--- config.mk ---
export PLATFORM = sky130hd
export DESIGN_NAME = spi_byte_sequencer
export DESIGN_NICKNAME = d
export VERILOG_FILES = /design/src/rtl/spi_seq_pkg.sv /design/src/rtl/spi_byte_sequencer.sv
export SDC_FILE = /design/constraint.sdc
export NUM_CORES = 1
export LEC_CHECK = 0
export BUFFER_PORTS_ARGS = -buffer_cell sky130_fd_sc_hd__buf_4
export CELL_PAD_IN_SITES_DETAIL_PLACEMENT = 2
export CELL_PAD_IN_SITES_GLOBAL_PLACEMENT = 2
export CORE_UTILIZATION = 35
export CTS_CLUSTER_DIAMETER = 200
export DETAILED_ROUTE_END_ITERATION = 8
export PLACE_DENSITY = 0.82
export SLEW_MARGIN = 20
export SYNTH_ARGS = -nofsm -noshare
export SYNTH_HDL_FRONTEND = slang
export SYNTH_SLANG_ARGS = --single-unit
--- constraint.sdc ---
create_clock -name clock -period 3 [get_ports clock]
set_input_delay 0.15 -clock clock [delete_from_list [all_inputs] [get_ports clock]]
set_output_delay 0.15 -clock clock [all_outputs]
set_load 0.005 [all_outputs]
--- src/rtl/spi_seq_pkg.sv ---
// spi_seq_pkg: state encoding and default word width shared by spi_byte_sequencer
package spi_seq_pkg;
  localparam int DEF_DATA_BITS = 8;
  localparam logic [2:0] S_IDLE     = 3'd0;
  localparam logic [2:0] S_EN_REQ   = 3'd1;
  localparam logic [2:0] S_EN_WAIT  = 3'd2;
  localparam logic [2:0] S_BIT_REQ  = 3'd3;
  localparam logic [2:0] S_BIT_WAIT = 3'd4;
  localparam logic [2:0] S_DONE     = 3'd5;
  localparam logic [2:0] S_DIS_REQ  = 3'd6;
  localparam logic [2:0] S_DIS_WAIT = 3'd7;
endpackage

--- src/rtl/spi_byte_sequencer.sv ---
// spi_byte_sequencer: byte stream to bit-level SPI driver commands; SPI_BYTE_SEQUENCER_ABORT_EN adds an abort input
module spi_byte_sequencer
  import spi_seq_pkg::*;
#(
  parameter int DATA_BITS = DEF_DATA_BITS,
  parameter int CNT_BITS  = 4
) (
  input  logic                 clock,
  input  logic                 reset_n,
`ifdef SPI_BYTE_SEQUENCER_ABORT_EN
  input  logic                 abort,
`endif
  input  logic                 cmd_valid,
  output logic                 cmd_ready,
  input  logic [DATA_BITS-1:0] cmd_data,
  input  logic                 cmd_last,
  output logic                 rsp_valid,
  output logic [DATA_BITS-1:0] rsp_data,
  output logic                 frame_active,
  input  logic                 drv_idle,
  output logic                 drv_do_enable,
  output logic                 drv_do_disable,
  output logic                 drv_do_transfer,
  output logic                 drv_wdata,
  input  logic                 drv_ack,
  input  logic                 drv_rdata
);
  logic [2:0]           state_q, state_d;
  logic [DATA_BITS-1:0] tx_sr_q, tx_sr_d;
  logic [DATA_BITS-1:0] rx_sr_q, rx_sr_d;
  logic [DATA_BITS-1:0] rsp_data_q, rsp_data_d;
  logic [CNT_BITS-1:0]  bit_cnt_q, bit_cnt_d;
  logic                 last_q, last_d;
  logic                 frame_q, frame_d;
  logic                 abort_q, abort_d;
  logic                 ab;
  logic                 ab_any;
  logic [DATA_BITS-1:0] rx_next;
`ifdef SPI_BYTE_SEQUENCER_ABORT_EN
  assign ab = abort;
`else
  assign ab = 1'b0;
`endif
  assign ab_any  = abort_q | ab;
  assign rx_next = {rx_sr_q[DATA_BITS-2:0], drv_rdata};
  always_ff @(posedge clock) begin
    if (!reset_n) begin
      state_q    <= S_IDLE;
      tx_sr_q    <= '0;
      rx_sr_q    <= '0;
      rsp_data_q <= '0;
      bit_cnt_q  <= '0;
      last_q     <= 1'b0;
      frame_q    <= 1'b0;
      abort_q    <= 1'b0;
    end else begin
      state_q    <= state_d;
      tx_sr_q    <= tx_sr_d;
      rx_sr_q    <= rx_sr_d;
      rsp_data_q <= rsp_data_d;
      bit_cnt_q  <= bit_cnt_d;
      last_q     <= last_d;
      frame_q    <= frame_d;
      abort_q    <= abort_d;
    end
  end
  // An abort seen during a WAIT is remembered until the outstanding ack arrives
  always_comb begin
    state_d    = state_q;
    tx_sr_d    = tx_sr_q;
    rx_sr_d    = rx_sr_q;
    rsp_data_d = rsp_data_q;
    bit_cnt_d  = bit_cnt_q;
    last_d     = last_q;
    frame_d    = frame_q;
    abort_d    = abort_q;
    case (state_q)
      S_IDLE: begin
        if (ab) state_d = frame_q ? S_DIS_REQ : S_IDLE;
        else if (cmd_valid) begin
          tx_sr_d   = cmd_data;
          last_d    = cmd_last;
          bit_cnt_d = '0;
          state_d   = frame_q ? S_BIT_REQ : S_EN_REQ;
        end
      end
      S_EN_REQ:  state_d = ab ? S_IDLE : drv_idle ? S_EN_WAIT : S_EN_REQ;
      S_EN_WAIT: begin
        abort_d = ab_any;
        if (drv_ack) begin
          frame_d   = 1'b1;
          bit_cnt_d = '0;
          abort_d   = 1'b0;
          state_d   = ab_any ? S_DIS_REQ : S_BIT_REQ;
        end
      end
      S_BIT_REQ: state_d = ab ? S_DIS_REQ : drv_idle ? S_BIT_WAIT : S_BIT_REQ;
      S_BIT_WAIT: begin
        abort_d = ab_any;
        if (drv_ack) begin
          rx_sr_d   = rx_next;
          tx_sr_d   = tx_sr_q << 1;
          bit_cnt_d = bit_cnt_q + 1'b1;
          abort_d   = 1'b0;
          if (ab_any) state_d = S_DIS_REQ;
          else if (bit_cnt_q == CNT_BITS'(DATA_BITS-1)) begin
            rsp_data_d = rx_next;
            state_d    = S_DONE;
          end else state_d = S_BIT_REQ;
        end
      end
      S_DONE:     state_d = last_q ? S_DIS_REQ : S_IDLE;
      S_DIS_REQ:  state_d = drv_idle ? S_DIS_WAIT : S_DIS_REQ;
      S_DIS_WAIT: begin
        if (drv_ack) begin
          frame_d = 1'b0;
          state_d = S_IDLE;
        end
      end
      default: state_d = S_IDLE;
    endcase
  end
  always_comb begin
    cmd_ready       = reset_n && state_q == S_IDLE && !ab;
    drv_do_enable   = state_q == S_EN_REQ && drv_idle && !ab;
    drv_do_transfer = state_q == S_BIT_REQ && drv_idle && !ab;
    drv_do_disable  = state_q == S_DIS_REQ && drv_idle;
    drv_wdata       = state_q == S_BIT_REQ ? tx_sr_q[DATA_BITS-1] : 1'b0;
    rsp_valid       = state_q == S_DONE;
    rsp_data        = rsp_data_q;
    frame_active    = frame_q;
  end
endmodule

==> run_results.csv <==
group,metric,value,unit
yosys,synth_top_family_by_area,"simple AND/OR/NAND/NOR gates",
routing,post_drt_wl_per_cell,18.00,microns
sta,hold_viol,0,
job,cap_violations,0,
sta,fin_skew,0.01039,ns
sta,relSlewSlack,46.34,%
worst_setup_path,worstRegToRegCells,5,
routing,wirelength,4591,microns
final_layout,nFillCells,476,
clocking,post_cts_buffers,0,
sta,clock.fmax,468.0,MHz
final_layout,num-nets-final,218,
worst_setup_path,cp-end-kind,"flop",
sta,fin_tns_setup,0,ns
sta,drv_slew,0,
clocking,ctsResizeCount,0,
worst_setup_path,rrSetupSlack,0.86,ns
yosys,synth_seq_cells,32,
sta,period_minus_slack,2.137,ns
floorplanning,num_io_pins,30,
yosys,postSynthAreaPerCell,8.899,sq um
floorplanning,initial_core_util,36.38,%
routing,remaining_drc_errors,0,
yosys,synth.area.top_cells,"dfxtp_1, mux2i_1, nand2_1",
sta,post-route-period-util,71.23,%
grt,grt_antenna_before_repair,0,
yosys,synth.net_count,194,
floorplanning,core_area,0.004354,sq mm
power,powerDensity,736.2,mW/mm^2
yosys,yosys.cell_types.count,41,
outcome,outcome,"completed",
clocking,clockRootBuffer,"clkbuf_8",
placed_design,post-place-ws,0.8530,ns
routing,via_per_inst,5.459,
grt,grt_pass1_vias,1560,
yosys,synthSimpleGateAreaFrac,25.75,%
worst_setup_path,cp.arrival,2.33,ns
clocking,cts_tree,"done",
placed_design,io_buffers,29,
floorplanning,die_h,69.28,microns
floorplanning,row_count,24,
sta,final-setup-viol-count,0,
yosys,synth_mux_area_share,12.01,%
worst_setup_path,path_max_fanout,19,
sta,worstMarginPinSlew,0.8038,ns
min_path,hold_class,"in2reg",
grt,grt_usage,20.44,%
min_path,hold_depth,3,
yosys,ys_warn_count,0,
floorplanning,fp.dieW,69.28,microns
yosys,yosysSeqAreaShare,40.44,%
sta,rsz0062_at_grt,"no",
clocking,cts_buffer_depth,2,
final_layout,n_antenna_cell,0,
clocking,postCtsHoldBufs,0,
final_layout,drive_gt1_share,24.14,%
placed_design,hpwl,3225,microns
routing,dr.first_iter.drc_count,19,
yosys,synth-compound-area-share,15.48,%
floorplanning,die-area,0.004799,sq mm
clocking,clock_latency,0.30,ns
routing,ant_nets,0,
clocking,cts.sinks,32,
sta,whs,0.1230,ns
yosys,synth_fa_ha_area_share,0.7899,%
clocking,cts-htree-levels,2,
yosys,synth_top_cell_by_area,"dfxtp_1",
yosys,synth_top_area_share,40.44,%
clocking,clkTransAtPathRegs,0.07,ns
placed_design,gp_congestion,0.7860,
yosys,synthXorXnorAreaFrac,0,%
yosys,netlist_instances,178,
worst_setup_path,critical_path_required,3.20,ns
power,irDropWorstVdd,0.0002970,V
power,p_leak,0.7852,nW
worst_setup_path,start_kind,"flop",
clocking,cts_buffers,5,
worst_setup_path,path_class,"reg2reg",
grt,grt_max_degree,25,
sta,fin_ws,0.8632,ns
grt,grt_overflow,0,
routing,vias,1392,
final_layout,area_growth,19.67,%
routing,drt_first_pass_iters,4,
grt,grt_pass1_wl,7686,microns
yosys,synthesis.area,0.001584,sq mm
## cells in the final DEF, fill, tap and decap left out, types with 2 or more instances in the layout
| cell | synthesis | routed |
|---|---|---|
| and2_1 | 3 | 3 |
| a31oi_1 | 4 | 4 |
| nand2_1 | 22 | 22 |
| nor2b_1 | 2 | 2 |
| nor2_2 | 3 | 3 |
| mux2i_1 | 19 | 19 |
| nor3b_1 | 2 | 2 |
| nand3b_1 | 3 | 3 |
| a211oi_1 | 4 | 4 |
| nor2_1 | 21 | 21 |
| dfxtp_1 | 32 | 32 |
| nand3_1 | 5 | 5 |
| a21oi_1 | 9 | 9 |
| nand2b_1 | 4 | 4 |
| nand4bb_1 | 2 | 2 |
| nor4_1 | 2 | 2 |
| clkbuf_8 | 0 | 6 |
| a211oi_2 | 3 | 3 |
| a21o_1 | 2 | 2 |
| o21ai_0 | 4 | 4 |
| buf_4 | 1 | 31 |
| inv_1 | 2 | 2 |
## cell type report
| class | count | area, sq um | area share (%) |
|---|---|---|---|
| clock buffer | 7 | 86.33 | 4.554 |
| clock inverter | 1 | 7.507 | 0.3960 |
| inverter | 2 | 7.507 | 0.3960 |
| multi-input combinational | 130 | 855.8 | 45.15 |
| sequential | 32 | 640.6 | 33.80 |
| tap | 52 | 65.06 | 3.432 |
| timing repair buffer | 31 | 232.7 | 12.28 |
## report_power, final
group          internal (mW)  switching [mW]  total, mW
combinational          0.212           0.218      0.431
clock                  0.186           0.170      0.357
sequential             0.489           0.119      0.608
## critical path: stages, from the launching register on
cell,delay [ns]
dfxtp_1,0.72
nor3b_4,0.50
buf_4,0.27
nand2b_1,0.07
a41o_1,0.23
a221oi_1,0.24
## worst paths after layout
check | from | to
setup reg to reg | state_q[2] | state_q[1]
setup / recovery | state_q[2] | state_q[1]
hold reg to reg | rx_sr_q[4] | rx_sr_q[5]
hold / removal | drv_rdata | rx_sr_q[0]
## cell families after synthesis
logic type                 count (synthesis)
and+or+nand+nor                           76
buffers and inverters                     16
DFF                                       32
AOI/OAI and AO/OA                         34
muxes                                     19
adders and majority gates                  1
## metrics by stage
step / power, mW / utilization, % / instance area, sq um / std cells
floorplan: 0.9474 / - / 1584 / 178
global placement: 1.009 / 41.38 / 1802 / 247
detailed placement: 1.046 / 41.38 / 1802 / 247
CTS: 1.413 / 43.53 / 1896 / 255
global route: 1.481 / 43.53 / 1896 / 255
finish: 1.396 / 43.53 / 1896 / 255
## metal layers
layer | part of all wire [%] | global-route usage, %
met5 | 0 | 0
met4 | 2.3 | 7.710
met3 | 3.2 | 5.087
met1 | 42 | 22.52
met2 | 53 | 37.43
## state kept, by name, indices dropped and copies added (netlist names)
name,flops
tx_sr_q,8
frame_active,1
rx_sr_q,7
last_q,1
state_q,3
bit_cnt_q,4
rsp_data,8
## synth_stat cells (all sizes together)
master,n
a211oi,7
a21boi,1
a21o,2
a21oi,9
a221oi,1
a2bb2oi,1
a31oi,4
a41o,1
and2,3
and3b,1
buf,7
clkbuf,7
dfxtp,32
ha,1
inv,2
mux2i,19
nand2,23
nand2b,4
nand3,6
nand3b,3
nand4bb,2
nor2,24
nor2b,2
nor3,1
nor3b,3
nor4,2
o2111a,1
o21a,1
o21ai,4
o221ai,1
o311a,1
or2,1
or4b,1
Power figures use the tool's default switching activity.
